File: config.mk
export PLATFORM = sky130hd
export DESIGN_NAME = mantissa_normalizer_flat
export DESIGN_NICKNAME = d
export VERILOG_FILES = /design/src/rtl/mantissa_normalizer_if.sv /design/src/rtl/mantissa_normalizer.sv /design/src/flat_wrapper.sv
export SDC_FILE = /design/constraint.sdc
export NUM_CORES = 1
export LEC_CHECK = 0
export ABC_AREA = 0
export CAP_MARGIN = 10
export CELL_PAD_IN_SITES_DETAIL_PLACEMENT = 0
export CELL_PAD_IN_SITES_GLOBAL_PLACEMENT = 2
export CORE_UTILIZATION = 24
export CTS_CLUSTER_DIAMETER = 50
export CTS_CLUSTER_SIZE = 28
export DETAILED_ROUTE_END_ITERATION = 7
export PLACE_DENSITY_LB_ADDON = 0.1
export SYNTH_ARGS = -nofsm -noshare
export SYNTH_HDL_FRONTEND = slang
export SYNTH_SLANG_ARGS = --single-unit
File: constraint.sdc
create_clock -name CLK -period 3.77 [get_ports CLK]
set_clock_uncertainty 0.05 [all_clocks]
set_input_delay 0.754 -clock CLK [delete_from_list [all_inputs] [get_ports CLK]]
set_output_delay 0.754 -clock CLK [all_outputs]
set_load 0.1 [all_outputs]
File: src/rtl/mantissa_normalizer_if.sv
// Handshake and data bundle for the mantissa normalizer.
// master = upstream/downstream environment, slave = the normalizer itself.
interface mantissa_normalizer_if #(
  parameter int K  = 28,
  parameter int EW = 8
);
  logic          in_valid;
  logic          in_ready;
  logic [K-1:0]  in_mant;
  logic [EW-1:0] in_exp;
  logic          out_valid;
  logic          out_ready;
  logic [K-1:0]  out_mant;
  logic [EW-1:0] out_exp;
  logic          out_zero;
  logic          out_denorm;

  modport master (
    output in_valid, in_mant, in_exp, out_ready,
    input  in_ready, out_valid, out_mant, out_exp, out_zero, out_denorm
  );

  modport slave (
    input  in_valid, in_mant, in_exp, out_ready,
    output in_ready, out_valid, out_mant, out_exp, out_zero, out_denorm
  );
endinterface

File: src/rtl/mantissa_normalizer.sv
// Sequential left-normalizer: shifts a K-bit mantissa until its MSB is set, decrementing the exponent.
// Optional NORM_FAST_SHIFT_EN enables 4-bit steps when the top nibble is clear and exp >= 4.
module mantissa_normalizer #(
  parameter int K  = 28,
  parameter int EW = 8
) (
  input  logic                 CLK,
  input  logic                 Reset,
  mantissa_normalizer_if.slave bus
);

  typedef enum logic [1:0] {
    S_IDLE,
    S_SHIFT,
    S_DONE
  } state_t;

  localparam logic [EW-1:0] EXP_ONE  = EW'(1);
  localparam logic [EW-1:0] EXP_FOUR = EW'(4);

  state_t        r_state;
  state_t        w_state_nxt;
  logic [K-1:0]  r_mant;
  logic [EW-1:0] r_exp;
  logic          r_zero;
  logic          r_denorm;

  logic          w_in_ready;
  logic          w_accept;
  logic          w_in_is_zero;
  logic          w_in_done;
  logic          w_fast;
  logic [K-1:0]  w_step_mant;
  logic [EW-1:0] w_step_exp;
  logic          w_step_done;

  // Ready is withheld while reset is asserted, even though the state is already IDLE.
  assign w_in_ready   = (r_state == S_IDLE) && Reset;
  assign w_accept     = bus.in_valid && w_in_ready;
  assign w_in_is_zero = (bus.in_mant == '0);
  assign w_in_done    = w_in_is_zero || bus.in_mant[K-1] || (bus.in_exp == '0);

  // One normalization step. SHIFT is only entered with a non-zero exponent and
  // left as soon as it hits zero, so the subtraction cannot wrap.
  always_comb begin
    // NOTE: every combinational output gets a default first so no path can infer a latch.
`ifdef NORM_FAST_SHIFT_EN
    w_fast = (r_mant[K-1:K-4] == '0) && (r_exp >= EXP_FOUR);
`else
    w_fast = 1'b0;
`endif
    if (w_fast) begin
      w_step_mant = r_mant << 4;
      w_step_exp  = r_exp - EXP_FOUR;
    end else begin
      w_step_mant = r_mant << 1;
      w_step_exp  = r_exp - EXP_ONE;
    end
    w_step_done = w_step_mant[K-1] || (w_step_exp == '0);
  end

  // State register.
  always_ff @(posedge CLK) begin
    // NOTE: sequential state uses non-blocking assignments so all flops update together.
    if (!Reset) begin
      r_state <= S_IDLE;
    end else begin
      r_state <= w_state_nxt;
    end
  end

  // Next-state logic.
  always_comb begin
    w_state_nxt = r_state;
    case (r_state)
      S_IDLE:  if (w_accept) w_state_nxt = w_in_done ? S_DONE : S_SHIFT;
      S_SHIFT: if (w_step_done) w_state_nxt = S_DONE;
      S_DONE:  if (bus.out_ready) w_state_nxt = S_IDLE;
      default: w_state_nxt = S_IDLE;
    endcase
  end

  // Datapath registers. These feed the downstream register bank directly, so
  // they are cleared by reset rather than left holding stale data.
  always_ff @(posedge CLK) begin
    // NOTE: reset is synchronous here; these are a handful of flops, not a memory array.
    if (!Reset) begin
      r_mant   <= '0;
      r_exp    <= '0;
      r_zero   <= 1'b0;
      r_denorm <= 1'b0;
    end else begin
      case (r_state)
        S_IDLE: begin
          if (w_accept) begin
            if (w_in_is_zero) begin
              r_mant   <= '0;
              r_exp    <= '0;
              r_zero   <= 1'b1;
              r_denorm <= 1'b0;
            end else begin
              r_mant   <= bus.in_mant;
              r_exp    <= bus.in_exp;
              r_zero   <= 1'b0;
              r_denorm <= !bus.in_mant[K-1] && (bus.in_exp == '0);
            end
          end
        end
        S_SHIFT: begin
          r_mant <= w_step_mant;
          r_exp  <= w_step_exp;
          if ((w_step_exp == '0) && !w_step_mant[K-1]) r_denorm <= 1'b1;
        end
        S_DONE: begin
          if (bus.out_ready) begin
            r_zero   <= 1'b0;
            r_denorm <= 1'b0;
          end
        end
        default: begin
          r_zero   <= 1'b0;
          r_denorm <= 1'b0;
        end
      endcase
    end
  end

  // Output logic.
  always_comb begin
    bus.in_ready   = w_in_ready;
    bus.out_valid  = (r_state == S_DONE);
    bus.out_mant   = r_mant;
    bus.out_exp    = r_exp;
    bus.out_zero   = r_zero;
    bus.out_denorm = r_denorm;
  end

endmodule

File: src/flat_wrapper.sv
// flat-port wrapper written by rule: the top's interface ports become plain ports
module mantissa_normalizer_flat 
#(
  parameter int K  = 28,
  parameter int EW = 8
)
  (CLK, Reset, bus_in_valid, bus_in_mant, bus_in_exp, bus_out_ready, bus_in_ready, bus_out_valid, bus_out_mant, bus_out_exp, bus_out_zero, bus_out_denorm);
  mantissa_normalizer_if #(.K(K), .EW(EW)) bus_i ();
  input  logic CLK;
  input  logic Reset;
  input wire logic [$bits(bus_i.in_valid)-1:0] bus_in_valid;
  input wire logic [$bits(bus_i.in_mant)-1:0] bus_in_mant;
  input wire logic [$bits(bus_i.in_exp)-1:0] bus_in_exp;
  input wire logic [$bits(bus_i.out_ready)-1:0] bus_out_ready;
  output wire logic [$bits(bus_i.in_ready)-1:0] bus_in_ready;
  output wire logic [$bits(bus_i.out_valid)-1:0] bus_out_valid;
  output wire logic [$bits(bus_i.out_mant)-1:0] bus_out_mant;
  output wire logic [$bits(bus_i.out_exp)-1:0] bus_out_exp;
  output wire logic [$bits(bus_i.out_zero)-1:0] bus_out_zero;
  output wire logic [$bits(bus_i.out_denorm)-1:0] bus_out_denorm;
  assign bus_i.in_valid = bus_in_valid;
  assign bus_i.in_mant = bus_in_mant;
  assign bus_i.in_exp = bus_in_exp;
  assign bus_i.out_ready = bus_out_ready;
  assign bus_in_ready = bus_i.in_ready;
  assign bus_out_valid = bus_i.out_valid;
  assign bus_out_mant = bus_i.out_mant;
  assign bus_out_exp = bus_i.out_exp;
  assign bus_out_zero = bus_i.out_zero;
  assign bus_out_denorm = bus_i.out_denorm;
  mantissa_normalizer #(.K(K), .EW(EW)) u_core (.CLK(CLK), .Reset(Reset), .bus(bus_i));
endmodule
==> results.sh <==
export IMPL_status="finished, final reports clean"
export IMPL_ctsResizeCount=0
export IMPL_grt_antenna_before_repair=0
export IMPL_die_h_um=92.65
export IMPL_seqPwrFrac=0.401
export IMPL_synth_seq_cells=40
export IMPL_routed_via_count=2174
export IMPL_fin_util=0.3705
export IMPL_portBuffers=79
export IMPL_leakage_uw=0.0009507
export IMPL_max_slew_margin_rel=0.3396
export IMPL_multi_input_area_um2=1044
export IMPL_fin_nets=375
export IMPL_numCtsBuffers=5
export IMPL_rows=32
export IMPL_vias_per_cell=4.998
export IMPL_ir_worst_vdd_mv=0.1709
export IMPL_syn_area_per_cell_um2=7.498
export IMPL_cp_top_family="compound AO/OA/AOI/OAI gates"
export IMPL_worst_pin_slew_ns=0.9875
export IMPL_path_max_fanout=22
export IMPL_layout_drive_gt1_share=0.05105
export IMPL_fin_setup_tns_ns=0
export IMPL_drt_total_wl_mm=6.878
export IMPL_critical_path_max_stage_delay_ns=0.86
export IMPL_drt_initial_drc_count=94
export IMPL_start_util=0.2513
export IMPL_rsz0062_at_grt="no"
export IMPL_ys_seq_area_frac=0.4061
export IMPL_diodes=0
export IMPL_clkTransAtPathRegs_ns=0.09
export IMPL_critPathLaunchType="primary input"
export IMPL_grt_pass1_wl_mm=11.00
export IMPL_pwr_share_clk=0.238
export IMPL_seqCellArea_um2=800.8
export IMPL_cts_tree="done"
export IMPL_die_area_um2=8583
export IMPL_core_um2=7848
export IMPL_swShare=0.4104
export IMPL_yosysWarnings=0
export IMPL_setup_viol=0
export IMPL_place_gp_congestion=0.6971
export IMPL_cpMaxStageDelayCell="o21ba_1"
export IMPL_drc=0
export IMPL_ctsRootBufferMaster="clkbuf_8"
export IMPL_syn_to_final_growth_pct=47.46
export IMPL_min_path_type="reg -> reg"
export IMPL_finalHoldViolCount=0
export IMPL_final_period_utilization=0.7557
export IMPL_htree_levels=2
export IMPL_crit_chain="clkdlybuf4s50_1 -> nand4bb_1 -> o21ba_1 -> buf_4 -> nand2_1 -> a31oi_1"
export IMPL_pwr_share_comb=0.361
export IMPL_first_pass_iters=4
export IMPL_ctsHoldBuffers=0
export IMPL_clock_sinks=40
export IMPL_fin_area_um2=2908
export IMPL_synth_area_leader_cell="dfxtp_1"
export IMPL_p_sw_uw=491.5
export IMPL_p_per_area_nw_per_um2=411.8
export IMPL_io_pins=80
export IMPL_fillCellCount=868
export IMPL_syn_nets=305
export IMPL_place_hpwl_mm=4.692
export IMPL_min_period_ns=2.849
export IMPL_clk_insertion_delay_late_ns=0.30
export IMPL_cp_required_ns=3.94
export IMPL_worstPathArrival_ns=3.02
export IMPL_critPathCaptureType="flop"
export IMPL_p_int_uw=706.0
export IMPL_track_usage=0.1642
export IMPL_grt_max_degree=37
export IMPL_clockBufferDepth=2
export IMPL_grt_overflow=0
export IMPL_synth_area_um2=1972
export IMPL_netlist_instances=263
export IMPL_holdWs_ns=0.4454
export IMPL_final_max_slew_violation_count=0
export IMPL_critPathBufInv=2
export IMPL_setup_worst_path_class="in -> reg"
export IMPL_yosys_top_cells_area="dfxtp_1 (41%), nand2_1 (12%), a31oi_1 (8.6%)"
export IMPL_postRouteAntennaNets=0
export IMPL_die_w_um=92.65
export IMPL_postCtsSetupBuffers=0
export IMPL_max_freq_mhz=351.0
export IMPL_synth_cell_type_count=38
export IMPL_synth_top_area_share=0.4061
export IMPL_grt_pass1_vias=2084
export IMPL_placed_area_um2=2826
export IMPL_wl_per_cell_um=15.81
export IMPL_drv_cap=0
state kept, by name, indices dropped and copies added (netlist names):
| register | count |
|---|---|
| u_core.bus.out_exp | 8 |
| u_core.bus.out_zero | 1 |
| u_core.bus.out_denorm | 1 |
| u_core.bus.out_mant | 28 |
| u_core.r_state | 2 |
worst reg2reg max path, stage by stage, from the launching register on:
cell	delay [ns]
dfxtp_1	0.40
nand4bb_1	0.27
o21ba_1	0.86
buf_4	0.32
nand2_1	0.07
a31oi_1	0.14
power by group through the flow:
stage	clock, µW	combinational, µW	sequential, µW
floorplan	0	125	665
global placement	0	435	491
detailed placement	0	435	490
CTS	298	435	480
global route	313	457	486
finish	285	432	480
kinds of logic (layout without fill, tap and decap cells):
logic type | after synthesis | after routing | share of synthesized area
DFF | 40 | 40 | 0.4061
and+or+nand+nor | 135 | 135 | 0.3154
buffers and inverters | 26 | 96 | 0.06598
adders and majority gates | 2 | 2 | 0.01269
AOI/OAI and AO/OA | 60 | 60 | 0.1999
cell usage in the layout, fill, tap and decap left out, types with 3 or more instances in the layout:
cell type / n
dfxtp_1: 40
nor4_1: 10
a21oi_1: 11
clkdlybuf4s50_1: 77
clkbuf_8: 5
a31oi_1: 27
buf_4: 6
inv_1: 4
nor2_1: 15
o21ai_0: 5
nor2b_1: 5
nand2_1: 62
nor3_1: 3
nand3_1: 30
path summary, 6_finish.rpt:
path                                         from                              endpoint  slack (ns)  depth (start not counted)
min          u_core.bus.out_mant[27]$_SDFFE_PN0P_  u_core.bus.out_mant[27]$_SDFFE_PN0P_        0.45                          2
max                                         Reset   u_core.bus.out_mant[5]$_SDFFE_PN0P_        0.92                          6
max reg2reg        u_core.r_state[1]$_SDFFE_PN0P_   u_core.bus.out_mant[5]$_SDFFE_PN0P_        1.58                          5
min reg2reg  u_core.bus.out_mant[27]$_SDFFE_PN0P_  u_core.bus.out_mant[27]$_SDFFE_PN0P_        0.45                          2
cell usage after synthesis:
cell	n
nor4_1	10
o22ai_1	2
ha_1	2
nor2_1	15
buf_2	2
o2111a_1	1
nand2_1	62
a32oi_1	1
inv_1	4
a211o_1	2
a21oi_1	11
a222oi_1	1
o21ai_0	5
o21a_1	1
o221a_2	1
and3_1	1
inv_2	1
nand3b_1	1
a221oi_1	1
a31oi_1	27
nor3b_1	2
a22oi_1	2
nor3_1	3
or3_1	1
o221ai_1	1
o32ai_1	1
dfxtp_1	40
nand2b_1	1
nand4bb_1	1
o21bai_1	1
nor4b_1	1
o211ai_1	1
nand3_1	30
o21ba_1	1
clkbuf_1	15
nor2b_1	6
buf_6	4
nand4_1	1
metal layers:
layer  wire [µm]  GRT usage
met5           0          0
met4          68    0.04231
met3         306    0.03366
met2        3210     0.2605
met1        3293     0.2261
metrics by stage:
step	std cells	total power, µW	setup slack [ns]
6_report	435	1198	0.9211
5_1_grt	435	1256	0.7051
4_1_cts	435	1214	0.9092
3_5_place_dp	428	924.6	0.5957
3_3_place_gp	428	926.2	0.6430
2_1_floorplan	263	790.5	0.1280
final cells by class:
cell class	count	share of cell area
multi-input cells	197	0.3589
repair buffers	84	0.2874
flip-flops and latches	40	0.2754
well taps	102	0.04389
clock buffers	5	0.02367
inverters	5	0.006454
clock inverters	2	0.004303
Power figures use the tool's default switching activity.
